<file path="src/rtl/motor_speed_ramp_ctrl.sv">
// Sole writer of the motor speed register: ramps toward an accepted target in STEP-sized writes spaced DIV cycles apart.
// First write lands 2 cycles after acceptance; new targets are refused until idle; estop overrides everything with a write of 0.
module motor_speed_ramp_ctrl #(
  parameter int DATA_W = 16,
  parameter int STEP   = 64,
  parameter int DIV    = 4,
  parameter int CNT_W  = 16
) (
  input  logic              clk,
  input  logic              rst,
  input  logic              req_valid,
  input  logic [DATA_W-1:0] req_data,
  output logic              req_ready,
  input  logic              estop,
  output logic [DATA_W-1:0] reg_wdata,
  output logic              reg_we,
  output logic [DATA_W-1:0] level,
  output logic [DATA_W-1:0] target,
  output logic              busy
);

  localparam logic [1:0] ST_IDLE  = 2'd0;
  localparam logic [1:0] ST_STEP  = 2'd1;
  localparam logic [1:0] ST_WAIT  = 2'd2;
  localparam logic [1:0] ST_ESTOP = 2'd3;

  localparam logic [DATA_W-1:0] STEP_V   = DATA_W'(STEP);
  localparam logic [CNT_W-1:0]  LAST_CNT = (DIV > 1) ? CNT_W'(DIV - 2) : '0;

  logic [1:0]        r_state;
  logic [DATA_W-1:0] r_level;
  logic [DATA_W-1:0] r_target;
  logic [DATA_W-1:0] r_wdata;
  logic              r_we;
  logic [CNT_W-1:0]  r_cnt;

  logic              w_up;
  logic [DATA_W-1:0] w_diff;
  logic [DATA_W-1:0] w_next;
  logic              w_accept;

  // The clamp to target keeps next between level and target, so the +/- STEP cannot wrap.
  always_comb begin
    w_up   = r_target > r_level;
    w_diff = w_up ? (r_target - r_level) : (r_level - r_target);
    if (w_diff <= STEP_V)
      w_next = r_target;
    else if (w_up)
      w_next = r_level + STEP_V;
    else
      w_next = r_level - STEP_V;
  end

  assign req_ready = (r_state == ST_IDLE) & ~estop & ~rst;
  assign w_accept  = req_valid & req_ready;
  assign busy      = (r_state != ST_IDLE);
  assign reg_wdata = r_wdata;
  assign reg_we    = r_we;
  assign level     = r_level;
  assign target    = r_target;

  always_ff @(posedge clk) begin
    if (rst) begin
      r_state  <= ST_IDLE;
      r_level  <= '0;
      r_target <= '0;
      r_wdata  <= '0;
      r_we     <= 1'b0;
      r_cnt    <= '0;
    end else begin
      r_we <= 1'b0;
      if (estop && (r_state != ST_ESTOP)) begin
        r_state  <= ST_ESTOP;
        r_we     <= 1'b1;
        r_wdata  <= '0;
        r_level  <= '0;
        r_target <= '0;
        r_cnt    <= '0;
      end else begin
        case (r_state)
          ST_IDLE: begin
            if (w_accept) begin
              r_target <= req_data;
              if (req_data != r_level)
                r_state <= ST_STEP;
            end
          end
          ST_STEP: begin
            r_we    <= 1'b1;
            r_wdata <= w_next;
            r_level <= w_next;
            r_cnt   <= '0;
            if (w_next == r_target)
              r_state <= ST_IDLE;
            else if (DIV == 1)
              r_state <= ST_STEP;
            else
              r_state <= ST_WAIT;
          end
          ST_WAIT: begin
            if (r_cnt == LAST_CNT)
              r_state <= ST_STEP;
            else
              r_cnt <= r_cnt + 1'b1;
          end
          default: begin
            if (!estop)
              r_state <= ST_IDLE;
          end
        endcase
      end
    end
  end

endmodule

</file>
<file path="config.mk">
export PLATFORM = sky130hd
export DESIGN_NAME = motor_speed_ramp_ctrl
export DESIGN_NICKNAME = d
export VERILOG_FILES = /design/src/rtl/motor_speed_ramp_ctrl.sv
export SDC_FILE = /design/constraint.sdc
export NUM_CORES = 1
export LEC_CHECK = 0
export ABC_CLOCK_PERIOD_IN_PS = 4200
export BUFFER_PORTS_ARGS = -buffer_cell sky130_fd_sc_hd__buf_2
export CORE_MARGIN = 3
export CORE_UTILIZATION = 50
export DETAILED_ROUTE_END_ITERATION = 12
export PLACE_DENSITY_LB_ADDON = 0.2
export SLEW_MARGIN = 20
export SYNTH_ARGS = -nofsm -noshare
export SYNTH_HDL_FRONTEND = slang
export SYNTH_SLANG_ARGS = --single-unit
</file>
<file path="constraint.sdc">
create_clock -name clk -period 4.2 [get_ports clk]
set_input_delay 0.21 -clock clk [delete_from_list [all_inputs] [get_ports clk]]
set_output_delay 0.21 -clock clk [all_outputs]
set_load 0.01 [all_outputs]
</file>
# Yosys cells after proc, flatten, opt, wreduce, memory -nomap -nowiden
# Index checks and enable logic that the tools add are counted.
word_totals:
  ff_bits: 51
  input_bits: 20
  out_inout_bits: 51
  elab_cells: 50
op_classes:
  mux: 14
  order_cmp: 2
  addsub: 5
  n_eq_ne: 11
  n_reduce_logical: 8
  bitwise_logic: 5
op_table:
  columns: ["operator", "n"]
  rows:
  - ["16-bit two-way mux", 4]
  - ["16-bit case mux with 2 select lines", 1]
  - ["16-bit subtractor", 2]
  - ["16-bit by 1-bit adder with 16-bit output, second input constant", 1]
  - ["16-bit by 7-bit adder with 16-bit output, second input constant", 1]
  - ["16-bit == test", 1]
  - ["16-bit by 2-bit == test with 1-bit output, second input constant", 1]
  - ["16-bit greater-than comparator", 1]
  - ["16-bit by 7-bit <= comparator with 1-bit output, second input constant", 1]
  - ["16-bit != test", 1]
  - ["16-bit by 7-bit subtractor with 16-bit output, second input constant", 1]
  - ["2-bit two-way mux", 6]
  - ["2-bit case mux with 3 select lines", 1]
  - ["5-bit by 1-bit != test with 1-bit output, second input constant", 1]
  - ["2-bit != test, second input constant", 2]
  - ["2-bit AND reduction", 2]
  - ["4-bit AND reduction", 1]
  - ["2-bit nonzero test", 2]
  - ["1-bit AND", 3]
  - ["3-bit by 1-bit != test with 1-bit output, second input constant", 1]
  - ["3-bit by 2-bit != test with 1-bit output, second input constant", 1]
  - ["3-bit != test, second input constant", 1]
  - ["2-bit by 1-bit == test with 1-bit output, second input constant", 1]
  - ["2-bit == test, second input constant", 1]
  - ["5 further kinds", 7]

# Depth between registers and ports, before layout
depth:
  ltp_word: 8
  depth_mapped: 21
  depth_no_buf: 19

# Least setup slack after synthesis
# OpenSTA, ideal clock, no wires.
synth_path:
  path_type: "reg-to-reg"
  from: "register r_target[0], in the netlist target[0]"
  to: "register r_state[1]"
  arrival_ps: 4152
  setup_time_ps: 126
  required_time_ps: 4074
  setup_slack_ps: -78
  period_less_slack_ps: 4278
  path_stages_with_launch: 21
  path_cell_list: "dfxtp_1 inv_1 ha_1 fa_1 nand3b_1 a211oi_2 a2111oi_2 or2_1 buf_4 buf_4 ha_1 a21o_1 a21oi_1 nand2b_1 a21oi_1 o41a_1 a31oi_1 xnor2_1 xnor2_1 o41ai_1 o22ai_1"
synth_via:
  elab_chain_cells: 8
  word_cells_on_any_way: 11
  classes_between: "2 x add/sub; 2 x order compare; 1 x eq/ne; 6 x mux"
synth_rtl:
  columns: ["item", "line", "text"]
  rows:
  - ["from (decl)", "32", "logic [DATA_W-1:0] r_target;"]
  - ["from (signal assigned)", "83", "r_target <= req_data;"]
  - ["16-bit subtractor or 16-bit greater-than comparator (tied branches)", "45, 44", null]
  - ["16-bit two-way mux", "45", "w_diff = w_up ? (r_target - r_level) : (r_level - r_target);"]
  - ["16-bit by 7-bit <= comparator with 1-bit output", "46", "if (w_diff <= STEP_V)"]
  - ["16-bit two-way mux", "46", null]
  - ["16-bit == test *", "93", "if (w_next == r_target)"]
  - ["2-bit two-way mux *", "93", null]
  - ["2-bit case mux with 3 select lines *", "80", "case (r_state)"]
  - ["2-bit two-way mux *", "72", "if (estop && (r_state != ST_ESTOP)) begin"]
  - ["to (signal assigned)", "73", "r_state <= ST_ESTOP;"]
  - ["to (signal assigned)", "94", "r_state <= ST_IDLE;"]
  - ["to (signal assigned)", "96", "r_state <= ST_STEP;"]
  - ["to (decl)", "30", "logic [1:0] r_state;"]
# Mark *: on every way between the ends. The rest lies on a longest branch, timed or not.
# A chain may end at the register's enable or synchronous reset.

# Final worst setup path
layout_path:
  from: "register r_target[0], in the netlist target[0]"
  to: "register r_wdata[15], in the netlist reg_wdata[15]"
layout_via:
  elab_chain_cells: 4
  word_cells_on_any_way: 7
  classes_between: "2 x add/sub; 2 x order compare; 3 x mux"
layout_rtl:
  columns: ["item", "line", "text"]
  rows:
  - ["16-bit subtractor or 16-bit greater-than comparator (tied branches)", "45, 44", null]
  - ["16-bit two-way mux", "45", null]
  - ["16-bit by 7-bit <= comparator with 1-bit output", "46", null]
  - ["16-bit two-way mux *", "46", null]
  - ["to (signal assigned)", "90", "r_wdata <= w_next;"]
  - ["to (decl)", "33", "logic [DATA_W-1:0] r_wdata;"]
# Marked as above.

==> metrics.txt <==
outcome completed; Final setup viols 0; Post-Syn Area 4840 µm²; DRT Pass-1 Iters 5; Antenna Cells 0; routability cong. 0.950; max_slew headroom 0.422; most common cell in the netlist a21oi_1; startpoint types flip-flop; Post-DRT Antenna Nets 0; DP Area 5420 µm²; Final Instance Area 5590 µm²; DP HPWL 11.2 mm; Critical Path RT 4440 ps; clock skew 3.68 ps; io pins 71; DR vias 4895; cts hold-fix bufs 0; Syn Area/Cell 7.63 µm²; core box area 9330 µm²; Die H 104 µm; antenna violations before repair 0; period utilisation layout 0.957; Max Cap Viol 0; post-synth top area share 0.211; Syn. warnings 0; min-delay worst type input port to flip-flop; Worst Max-Slew Pin Slew 868 ps; Power Dens Cells 386 nW/µm²; multi-input logic area 3390 µm²; Remaining DRCs 0; EDFF count, synth 0; gr ovfl total 0; clock slew at reported path FFs 90 ps; Avg Vias per Cell 5.79; register bit total from synthesis 51; post-synth top area cell dfxtp_1; Routed WL 14.6 mm; largest net degree at the start of global routing 39; syn_nets 698; fin nets 780; Starting Density 0.519; post-synth cell types 70; post-route minimum period 4020 ps; CP arrival 4260 ps; leakage 0.00243 µW; Register Area 1020 µm²; worst vdd ir 263 µV; synth-to-layout area growth 15.5%; vias in the first global route 4474; Routed wire per std cell 17.2 µm; Max Freq 249 MHz; number of buffers created by CTS 5; post-layout util 0.599; Crit Path Max Fanout 5; All-Layer GR Usage 0.252; dominant cells by area after synthesis dfxtp_1 21%, ha_1 11%, a21oi_1 5.9%, xnor2_1 5.8%, nand2_1 4.3%; final slew viol count 0; synth cell count leaders 57 x a21oi_1, 56 x nand2_1, 51 x dfxtp_1; Top FF cell, synth dfxtp_1; setup TNS 0 ps; Syn Inst Count 634; Synth async-reset ratio 0; critical path endpoint category flip-flop; Fillers 874; final non-filler cell total 845; root buf cell clkbuf_8; sequential area share after synthesis 0.211; Clock Latency Late Sink 310 ps; CTS tree built; Row Count 35; crit path kind flip-flop to flip-flop; Sink Count 51; final hold vios 0; global-route wire length before repair 22.8 mm; post-placement cell count 834; proportion of layout cells with a drive suffix above 1 0.216; Die Wd 104 µm; die area 10900 µm²; H-tree depth 2; Clock Tree Buf Depth 2; Port Buffers 70; 1st-iter DRT viols 319
## repair_timing
item,4_1_cts,5_1_grt
cloned,0,0
endpoints found under the setup margin,1,4
pin swaps,2,8
gates resized for setup,2,10
setup buffers,1,3
## stage by stage
stage	setup WS [ps]	total power, µW	hold slack (ps)
floorplan	0.670	1490	289
global placement	162	1740	466
detailed placement	-49.5	1750	475
CTS	11.2	2070	147
global route	-5.67	2290	153
finish	182	2160	151
## cell families after synthesis
group                    count (synthesis)  synth area share
AO/OA/AOI/OAI                          178             0.241
AND/OR/NAND/NOR                        202             0.209
flip-flops                              51             0.211
multiplexers                            10            0.0212
adder cells (fa/ha/maj)                 44             0.118
XOR/XNOR                                55            0.0995
buffers and inverters                   94            0.0998
## report_power, final
part | leakage, µW | internal (µW) | total, µW | switching (µW)
sequential | 0.000414 | 500 | 512 | 12.2
combinational | 0.00196 | 576 | 1350 | 775
clock | 0.0000477 | 133 | 299 | 166
total | 0.00243 | 1210 | 2160 | 953
## registers in the layout (all words and copies together) (netlist names)
name,count
r_state,2
reg_we,1
reg_wdata,16
r_cnt,16
target,16
## worst paths after layout
| check | startpoint | end | slack (ps) | cells after the start |
|---|---|---|---|---|
| setup / recovery | target[0] | reg_wdata[15] | 180 | 19 |
| hold / removal | req_data[2] | target[2] | 150 | 3 |
| setup reg to reg | target[0] | reg_wdata[15] | 180 | 19 |
| hold reg to reg | r_cnt[6] | r_cnt[6] | 480 | 2 |
## cell type report
cell class	count	share of cell area
flip-flops and latches	51	0.183
multi-input cells	489	0.606
well taps	129	0.0289
clock inverters	1	0.00157
inverters	45	0.0302
clock buffers	6	0.0148
repair buffers	124	0.135
## cell usage in the layout, fill, tap and decap left out, types with 4 or more instances in the layout
cell	count
nor3_1	15
xnor2_1	32
xor2_1	21
o31ai_1	11
o211ai_1	7
nor2b_1	4
nand2_1	56
o21a_1	4
buf_4	54
or3_1	4
dfxtp_1	49
nand3_1	19
o21ai_0	27
mux2i_1	8
o31a_1	4
ha_1	39
clkbuf_8	6
nand4_1	20
a31oi_1	16
a21o_1	17
nand2b_1	11
buf_2	70
a21oi_1	55
nor4_1	8
nor2_1	41
nor3b_1	4
o21ai_1	5
inv_1	44
## metal layers
| metal | track usage | share of wire | vias up |
|---|---|---|---|
| met5 | 0 | 0 | - |
| met4 | 0.0874 | 0.031 | 0 |
| met3 | 0.0273 | 0.060 | 29 |
| met2 | 0.417 | 0.47 | 171 |
| met1 | 0.339 | 0.44 | 2298 |
| li1 | - | - | 2397 |
## worst max-delay path, stage by stage, from the launching register on
cell,delay (ps)
dfxtp_2,340
inv_1,40
ha_2,180
fa_2,350
nand3b_1,240
a211oi_2,260
a2111oi_2,70
or2_4,300
ha_1,270
a21o_1,190
a21oi_2,180
nand2b_1,140
a21oi_1,80
o41a_1,350
a31oi_1,230
xnor2_1,150
buf_4,150
buf_4,120
a21o_1,150
a31oi_1,140
Power figures use the tool's default switching activity.
